## config.mk

```make
export PLATFORM = sky130hd
export DESIGN_NAME = mips_multicycle_controller
export DESIGN_NICKNAME = d
export VERILOG_FILES = /design/src/rtl/mips_mc_pkg.sv /design/src/rtl/mips_alu_decoder.sv /design/src/rtl/mips_multicycle_controller.sv
export SDC_FILE = /design/constraint.sdc
export NUM_CORES = 1
export LEC_CHECK = 0
export CAP_MARGIN = 0
export CORE_ASPECT_RATIO = 0.6
export CORE_MARGIN = 2
export CORE_UTILIZATION = 24
export CTS_CLUSTER_DIAMETER = 120
export CTS_CLUSTER_SIZE = 30
export DETAILED_ROUTE_END_ITERATION = 8
export SLEW_MARGIN = 30
export SYNTH_ARGS = -nofsm -noshare
export SYNTH_HDL_FRONTEND = slang
export SYNTH_HIERARCHICAL = 1
export SYNTH_SLANG_ARGS = --single-unit
```

## constraint.sdc

```tcl
create_clock -name clk -period 3.86 [get_ports clk]
set_input_delay 0.386 -clock clk [delete_from_list [all_inputs] [get_ports clk]]
set_output_delay 0.386 -clock clk [all_outputs]
set_load 0.005 [all_outputs]
```

## src/rtl/mips_mc_pkg.sv

```systemverilog
// Shared encodings for the multi-cycle MIPS controller: FSM states,
// instruction fields, ALU operations and datapath mux codes.
package mips_mc_pkg;

   typedef enum logic [3:0] {
      S_RESET, S_FETCH, S_DECODE, S_EXEC, S_RWB, S_MEMADR, S_MEMRD, S_MEMWB,
      S_MEMWR, S_BRANCH, S_ADDIEX, S_ADDIWB, S_JUMP, S_JUMPR, S_FAULT
   } state_t;

   // opcodes (IR[31:26])
   localparam logic [5:0] OP_RTYPE = 6'b000000;
   localparam logic [5:0] OP_LW    = 6'b100011;
   localparam logic [5:0] OP_SW    = 6'b101011;
   localparam logic [5:0] OP_BEQ   = 6'b000100;
   localparam logic [5:0] OP_ADDI  = 6'b001000;
   localparam logic [5:0] OP_J     = 6'b000010;
   localparam logic [5:0] OP_JAL   = 6'b000011;

   // R-type function codes (IR[5:0])
   localparam logic [5:0] FN_ADD = 6'b100000;
   localparam logic [5:0] FN_SUB = 6'b100010;
   localparam logic [5:0] FN_AND = 6'b100100;
   localparam logic [5:0] FN_OR  = 6'b100101;
   localparam logic [5:0] FN_SLT = 6'b101010;
   localparam logic [5:0] FN_JR  = 6'b001000;

   // ALU operations
   localparam logic [2:0] ALU_AND = 3'b000;
   localparam logic [2:0] ALU_OR  = 3'b001;
   localparam logic [2:0] ALU_ADD = 3'b010;
   localparam logic [2:0] ALU_SUB = 3'b110;
   localparam logic [2:0] ALU_SLT = 3'b111;

   // ALU B-operand select
   localparam logic [1:0] SRCB_RT    = 2'd0;
   localparam logic [1:0] SRCB_FOUR  = 2'd1;
   localparam logic [1:0] SRCB_IMM   = 2'd2;
   localparam logic [1:0] SRCB_IMMSH = 2'd3;

   // next-PC select
   localparam logic [1:0] PC_ALU    = 2'd0;
   localparam logic [1:0] PC_ALUOUT = 2'd1;
   localparam logic [1:0] PC_JUMP   = 2'd2;
   localparam logic [1:0] PC_RS     = 2'd3;

endpackage

```

## src/rtl/mips_alu_decoder.sv

```systemverilog
// R-type funccode -> ALU operation, with a flag for codes the ALU cannot execute.
module mips_alu_decoder
   import mips_mc_pkg::*;
(
   input  logic [5:0] funccode,
   output logic [2:0] aluopr,
   output logic       illegal
);

   // jr is not an ALU op; when supported it is peeled off in DECODE before EXEC
   always_comb begin
      aluopr  = ALU_ADD;
      illegal = 1'b0;
      case (funccode)
         FN_ADD:  aluopr = ALU_ADD;
         FN_SUB:  aluopr = ALU_SUB;
         FN_AND:  aluopr = ALU_AND;
         FN_OR:   aluopr = ALU_OR;
         FN_SLT:  aluopr = ALU_SLT;
         default: illegal = 1'b1;
      endcase
   end

endmodule

```

## src/rtl/mips_multicycle_controller.sv

```systemverilog
// Multi-cycle MIPS control FSM: sequences fetch/decode/execute/memory/writeback
// over a shared memory port with a ready handshake and a wait-cycle timeout.
// Optional jal/jr support is enabled by defining MIPS_MC_JAL_JR_EN.
module mips_multicycle_controller
   import mips_mc_pkg::*;
#(
   parameter int MEM_TIMEOUT = 16,
   parameter int TMO_W       = 5
)(
   input  logic       clk,
   input  logic       rst,
   input  logic [5:0] opcode,
   input  logic [5:0] funccode,
   input  logic       zero,
   input  logic       mem_ready,
   output logic       pcwrite,
   output logic       iord,
   output logic       memread,
   output logic       memwrite,
   output logic       irwrite,
   output logic       regdst,
   output logic       memtoreg,
   output logic       regwrite,
   output logic       alusrca,
   output logic [1:0] alusrcb,
   output logic [2:0] aluopr,
   output logic [1:0] pcsrc,
   output logic       pctoreg,
   output logic       instr_done,
   output logic       fault
);

   state_t           state, state_nx;
   logic [TMO_W-1:0] wait_cnt;
   logic [2:0]       dec_aluopr;
   logic             dec_illegal;
   logic             mem_req, timed_out;

   mips_alu_decoder u_alu_dec (
      .funccode (funccode),
      .aluopr   (dec_aluopr),
      .illegal  (dec_illegal)
   );

   // the MEM_TIMEOUT-th miss faults; a ready on that same cycle completes instead
   assign mem_req   = (state == S_FETCH) || (state == S_MEMRD) || (state == S_MEMWR);
   assign timed_out = mem_req && !mem_ready && (wait_cnt == TMO_W'(MEM_TIMEOUT - 1));

   // next-state selection
   always_comb begin
      state_nx = state;
      case (state)
         S_RESET:  state_nx = S_FETCH;
         S_FETCH:  if (mem_ready) state_nx = S_DECODE;
                   else if (timed_out) state_nx = S_FAULT;
         S_DECODE: begin
            case (opcode)
`ifdef MIPS_MC_JAL_JR_EN
               OP_RTYPE: state_nx = (funccode == FN_JR) ? S_JUMPR : S_EXEC;
               OP_JAL:   state_nx = S_JUMP;
`else
               OP_RTYPE: state_nx = S_EXEC;
`endif
               OP_LW, OP_SW: state_nx = S_MEMADR;
               OP_BEQ:   state_nx = S_BRANCH;
               OP_ADDI:  state_nx = S_ADDIEX;
               OP_J:     state_nx = S_JUMP;
               default:  state_nx = S_FAULT;
            endcase
         end
         S_EXEC:   state_nx = dec_illegal ? S_FAULT : S_RWB;
         S_MEMADR: state_nx = (opcode == OP_SW) ? S_MEMWR : S_MEMRD;
         S_MEMRD:  if (mem_ready) state_nx = S_MEMWB;
                   else if (timed_out) state_nx = S_FAULT;
         S_MEMWR:  if (mem_ready) state_nx = S_FETCH;
                   else if (timed_out) state_nx = S_FAULT;
         S_RWB, S_MEMWB, S_BRANCH, S_ADDIWB, S_JUMP, S_JUMPR:
                   state_nx = S_FETCH;
         S_ADDIEX: state_nx = S_ADDIWB;
         S_FAULT:  state_nx = S_FAULT;
         default:  state_nx = S_FAULT;
      endcase
   end

   // state register and wait counter; counter restarts whenever a request state is entered
   always_ff @(posedge clk or negedge rst) begin
      if (!rst) begin
         state    <= S_RESET;
         wait_cnt <= '0;
      end else begin
         state    <= state_nx;
         wait_cnt <= (mem_req && !mem_ready && state_nx == state) ? wait_cnt + TMO_W'(1) : '0;
      end
   end

   // Moore decode of datapath controls; only FETCH/MEMWR ready, BRANCH zero and EXEC funccode feed through
   always_comb begin
      pcwrite    = 1'b0;
      iord       = 1'b0;
      memread    = 1'b0;
      memwrite   = 1'b0;
      irwrite    = 1'b0;
      regdst     = 1'b0;
      memtoreg   = 1'b0;
      regwrite   = 1'b0;
      alusrca    = 1'b0;
      alusrcb    = SRCB_RT;
      aluopr     = ALU_AND;
      pcsrc      = PC_ALU;
      pctoreg    = 1'b0;
      instr_done = 1'b0;
      fault      = 1'b0;
      case (state)
         S_FETCH: begin
            memread = 1'b1;
            alusrcb = SRCB_FOUR;
            aluopr  = ALU_ADD;
            irwrite = mem_ready;
            pcwrite = mem_ready;
         end
         S_DECODE: begin
            alusrcb = SRCB_IMMSH;
            aluopr  = ALU_ADD;
         end
         S_EXEC: begin
            alusrca = 1'b1;
            aluopr  = dec_aluopr;
         end
         S_RWB: begin
            regdst     = 1'b1;
            regwrite   = 1'b1;
            instr_done = 1'b1;
         end
         S_MEMADR, S_ADDIEX: begin
            alusrca = 1'b1;
            alusrcb = SRCB_IMM;
            aluopr  = ALU_ADD;
         end
         S_MEMRD: begin
            memread = 1'b1;
            iord    = 1'b1;
         end
         S_MEMWB: begin
            memtoreg   = 1'b1;
            regwrite   = 1'b1;
            instr_done = 1'b1;
         end
         S_MEMWR: begin
            memwrite   = 1'b1;
            iord       = 1'b1;
            instr_done = mem_ready;
         end
         S_BRANCH: begin
            alusrca    = 1'b1;
            aluopr     = ALU_SUB;
            pcsrc      = PC_ALUOUT;
            pcwrite    = zero;
            instr_done = 1'b1;
         end
         S_ADDIWB: begin
            regwrite   = 1'b1;
            instr_done = 1'b1;
         end
         S_JUMP: begin
            pcsrc      = PC_JUMP;
            pcwrite    = 1'b1;
            instr_done = 1'b1;
`ifdef MIPS_MC_JAL_JR_EN
            pctoreg    = (opcode == OP_JAL);
`endif
         end
`ifdef MIPS_MC_JAL_JR_EN
         S_JUMPR: begin
            pcsrc      = PC_RS;
            pcwrite    = 1'b1;
            instr_done = 1'b1;
         end
`endif
         S_FAULT:  fault = 1'b1;
         default: ;
      endcase
   end

endmodule

```

[After elaboration in Yosys (flattened, before gate mapping)]
Cells that the tools add are included.
Operators by class
  add/subtract/negate cells: 1
  eq/ne operators: 26
  multiplexer cells: 24
  reductions and logical operators: 18
Operators by type and width (number)
  == test 6 bit, second input constant: 7
  one-hot mux 4 bit (8 select lines): 1
  == test 4 bit, second input constant: 7
  two-way mux 4 bit: 6
  one-hot mux 4 bit (5 select lines): 1
  == test 4 x 3 -> 1 bit, second input constant: 4
  one-hot mux 3 bit (4 select lines): 1
  OR reduction 5 bit: 2
  two-way mux 1 bit: 9
  one-hot mux 3 bit (3 select lines): 1
  == test 4 x 2 -> 1 bit, second input constant: 2
  OR reduction 2 bit: 4
  OR reduction 4 bit: 2
  OR reduction 7 bit: 1
  == test 6 x 2 -> 1 bit, second input constant: 1
  == test 6 x 3 -> 1 bit, second input constant: 1
  == test 6 x 4 -> 1 bit, second input constant: 1
  zero test 6 bit: 1
  one-hot mux 2 bit (3 select lines): 1
  adder 5 x 1 -> 5 bit, second input constant: 1
  == test 5 x 4 -> 1 bit, second input constant: 1
  two-way mux 5 bit: 1
  == test 4 x 1 -> 1 bit, second input constant: 1
  == test 4 bit: 1
  8 further kinds: 11
Storage, ports and cells
  register bits after elaboration: 9
  bits of input ports: 16

[Longest topological paths before layout]
  depth in word-level cells: 11
  mapped depth: 7
  gate-level depth less buffers: 7

[Hierarchy]
The synthesis kept the hierarchy.
By module, submodules not included
  mips_multicycle_controller: instances 1, cells an instance 126, area an instance 912.1 um^2
  mips_alu_decoder: instances 1, cells an instance 10, area an instance 83.8 um^2

[Worst setup path after synthesis]
Ideal clock, no wire load.
  kind: flip-flop to flip-flop
  from: register wait_cnt[0]
  to: register state[0]
  library setup time: 69 ps
  arrival time: 1643 ps
  required time: 3791 ps
  slack: 2148 ps
  stages on the path, launching flop included: 8
  path buffers: 0
  period minus slack after synthesis: 1712 ps
  path through: dfrtp_1 > ha_1 > and3_1 > ha_1 > nor2_1 > mux2i_1 > a221o_1 > nand3_1
Between the ends
  word-level cells in the longest chain between the ends: 5
RTL lines
  start: declaration: line mips_multicycle_controller.sv:34  | logic [TMO_W-1:0] wait_cnt;
  start signal: assignment: line mips_multicycle_controller.sv:92  | wait_cnt <= (mem_req && !mem_ready && state_nx == state) ? wait_cnt + TMO_W'(1) : '0;
  == test 5 x 4 -> 1 bit *: line mips_multicycle_controller.sv:47  | assign timed_out = mem_req && !mem_ready && (wait_cnt == TMO_W'(MEM_TIMEOUT - 1));
  logical AND 1 bit *: line mips_multicycle_controller.sv:47
  two-way mux 4 bit *: line mips_multicycle_controller.sv:55, mips_multicycle_controller.sv:74, mips_multicycle_controller.sv:76
  two-way mux 4 bit (on tied branches): line mips_multicycle_controller.sv:75, mips_multicycle_controller.sv:54, mips_multicycle_controller.sv:73
  one-hot mux 4 bit (8 select lines) *: line mips_multicycle_controller.sv:52  | case (state)
  via state_nx[0]: line mips_multicycle_controller.sv:33  | state_t state, state_nx;
  end signal: assignment: line mips_multicycle_controller.sv:91  | state <= state_nx;
  end: declaration: line mips_multicycle_controller.sv:33
The timed path passes the listed nets; every way through them passes the cells marked *.

[Final worst setup path]
  from: register state[0]
  to: output alusrca
Between the ends
  word-level cells in the longest chain between the ends: 3
RTL lines
  == test 4 bit (tied with other cells): line mips_multicycle_controller.sv:113  | case (state)
  OR reduction 4 bit (no source line) *
  two-way mux 1 bit *: line mips_multicycle_controller.sv:113
  end: declaration: line mips_multicycle_controller.sv:24  | output logic alusrca,
Mark *: on every way between the ends. The rest lies on a longest branch, timed or not.

==> impl_results.md <==
* Status: complete, no violations
* Fin crit share at 71.6%
* CTS tree: done
* Fmax at 362 MHz
* Initial Util at 24.6%
* CP bufs+invs at 1
* Slew @ Worst Pin at 755 ps
* Post-route setup TNS at 0 ps
* CTS Buf Count at 3
* Die width at 87.2 µm
* Setup crit end kind: output port
* DRC at 0
* Max-cap violations at 0
* Vias at 1070
* Die area at 4700 µm²
* Critical Path AT at 2380 ps
* CP cell instances: nand2b_1, nand2_1, a21oi_1, o22ai_1, clkdlybuf4s50_1
* Clk buf depth at 2
* Crit start category: flop
* Warnings from Yosys at 6
* Cell Pwr Density at 645 nW/µm²
* I/O pins at 35
* Largest net degree at the start of global routing at 27
* Max Slew Vio Count at 0
* Final HPWL DP at 2030 µm
* Root Buffer: clkbuf_8
* Fin nets at 181
* Setup violators final at 0
* CP max stage delay at 830 ps
* Slew HR at 49.7%
* Mapped cell area at 996 µm²
* Hold crit path type: input pin to async pin
* Final hold vios at 0
* N_diodes at 0
* Reg-to-Reg End: state[0]
* Async SR Flop Fraction at 100%
* Setup CP Type: flop to output port
* Register area share after synthesis at 22.6%
* Flops & latches, synth at 9
* # hold bufs at CTS at 0
* DRT Pass-1 Iters at 4
* Req. time, crit path at 3470 ps
* Mean cell area of the mapped netlist at 7.32 µm²
* Post-CTS Setup Bufs at 0
* H-tree level count at 1
* Die height at 53.9 µm
* CTS resizes at 0
* Clk pin slew, worst setup/hold paths at 50 ps
* Tot GR Track Use at 12.5%
* Synth top area share at 22.6%
* Final wirelength at 2670 µm
* Wirelength per Cell at 12.6 µm
* Final Power at 0.892 mW
* I/O Buffers at 33
* Reg2Reg Depth at 7
* Distinct cells, synth at 45
* Antenna viol nets, final at 0
* Post-synth EDFFs at 0
* Post-layout min period at 2760 ps
* Max VDD drop at 0.206 mV
* Post-DP Area at 1340 µm²
* Layout Area Growth over Synthesis at 38.8%
* Worst-path maximum fanout at 26
* Post-Syn Nets at 154
* Initial antenna violation count at 0
* Worst-Skew Late Latency at 230 ps
* CP top delay family: flip-flops
* RSZ-0062 raised after global routing: no
* Core Area at 4050 µm²
* GRT Residual Overflow at 0
* Clock sink count at 9
* Gpl congestion at 0.771
* Reg2reg start: wait_cnt[0]
* Post-Synthesis Cells at 136
* Leak at 0.524 nW
* Layout filler cell count at 448
* 1st-iter DRT viols at 73
* Vias in the first global route at 949
* Synth area leaders: dfrtp_1, nor2_1, nand2_1
* Clock Skew at 2.80 ps
* Design area at 1380 µm²
* Area leader, netlist: dfrtp_1
* # rows at 18
* CP max-delay cell: dfrtp_1
* Avg Vias per Cell at 5.05
* Layout cell share with drive strength beyond 1 at 5.56%
* Global-route wire length before repair at 4580 µm
* Main synth FF type: dfrtp_1
* Flop2flop setup slack at 1930 ps
[power breakdown]
part	leakage [nW]	internal, mW	switching, mW
sequential	0.118	0.119	0.133
combinational	0.380	0.298	0.233
clock	0.0255	0.0704	0.0385
[worst max-delay path by stage]
stage                           start        end  slack (ps)  depth (start not counted)
after floorplan           wait_cnt[0]   state[0]        2150                          7
after detailed placement     state[0]    alusrca        1390                          5
after global routing         state[0]    alusrca         900                          5
after global placement    funccode[4]  aluopr[1]        1400                          7
final                        state[0]    alusrca        1100                          5
after CTS                    state[0]    alusrca        1120                          5
[final cells by class]
cell class / instances / area [µm²] / area share, %
multi-input cells: 112 / 703 / 50.9
repair buffers: 33 / 330 / 23.9
flip-flops and latches: 9 / 225 / 16.3
well taps: 50 / 62.6 / 4.52
clock buffers: 3 / 41.3 / 2.99
inverters: 4 / 15.0 / 1.09
clock inverters: 1 / 5.00 / 0.362
[synthesized netlist by cell type (2+ instances only)]
| library cell | count |
|---|---|
| o31ai_1 | 2 |
| and2_1 | 2 |
| nor4b_1 | 2 |
| a221o_1 | 2 |
| clkbuf_1 | 3 |
| nor3_1 | 6 |
| inv_1 | 4 |
| o21a_1 | 2 |
| o22ai_1 | 4 |
| nand2_1 | 12 |
| nand2b_1 | 7 |
| nor2_1 | 21 |
| ha_1 | 2 |
| o21ai_0 | 5 |
| nor4_1 | 4 |
| nand3_1 | 4 |
| and4bb_1 | 2 |
| dfrtp_1 | 9 |
| a21oi_1 | 7 |
| nand3b_1 | 4 |
| buf_2 | 6 |
| mux2i_1 | 3 |
[placed cells by master (no fill, tap or decap), types with 5 or more instances in the layout]
cell type,n
nand2_1,12
nor3_1,6
nor2_1,21
a21oi_1,7
dfrtp_1,9
clkdlybuf4s50_1,33
nand2b_1,7
o21ai_0,5
[logic make-up (layout without fill, tap and decap cells)]
kind of cell | Yosys count | in the layout | share of synthesized area (%)
AO/OA/AOI/OAI | 32 | 32 | 22.6
multiplexers | 3 | 3 | 3.02
XOR/XNOR | 2 | 2 | 1.76
AND/OR/NAND/NOR | 72 | 72 | 40.3
other | 1 | 1 | 0.377
adder cells (fa/ha/maj) | 2 | 2 | 2.51
buffers and inverters | 15 | 41 | 6.78
flip-flops | 9 | 9 | 22.6
[routing by layer]
layer,track usage (%),routed length (µm)
met5,0,0
met4,1.54,10
met3,2.76,156
met2,16.7,1010
met1,20.1,1500
[registers in the layout, summed over array words and instances (netlist names)]
| register | cells |
|---|---|
| state | 4 |
| wait_cnt | 5 |
[stage by stage]
step	cells	hold WS (ps)	util (%)	setup slack (ps)
after floorplan	136	90.4	-	2150
after global placement	208	454	33.0	1400
after detailed placement	208	458	33.0	1390
after CTS	212	458	34.1	1120
after global routing	212	460	34.1	899
final	212	445	34.1	1100
No activity file was read; power rests on OpenSTA's default activity.
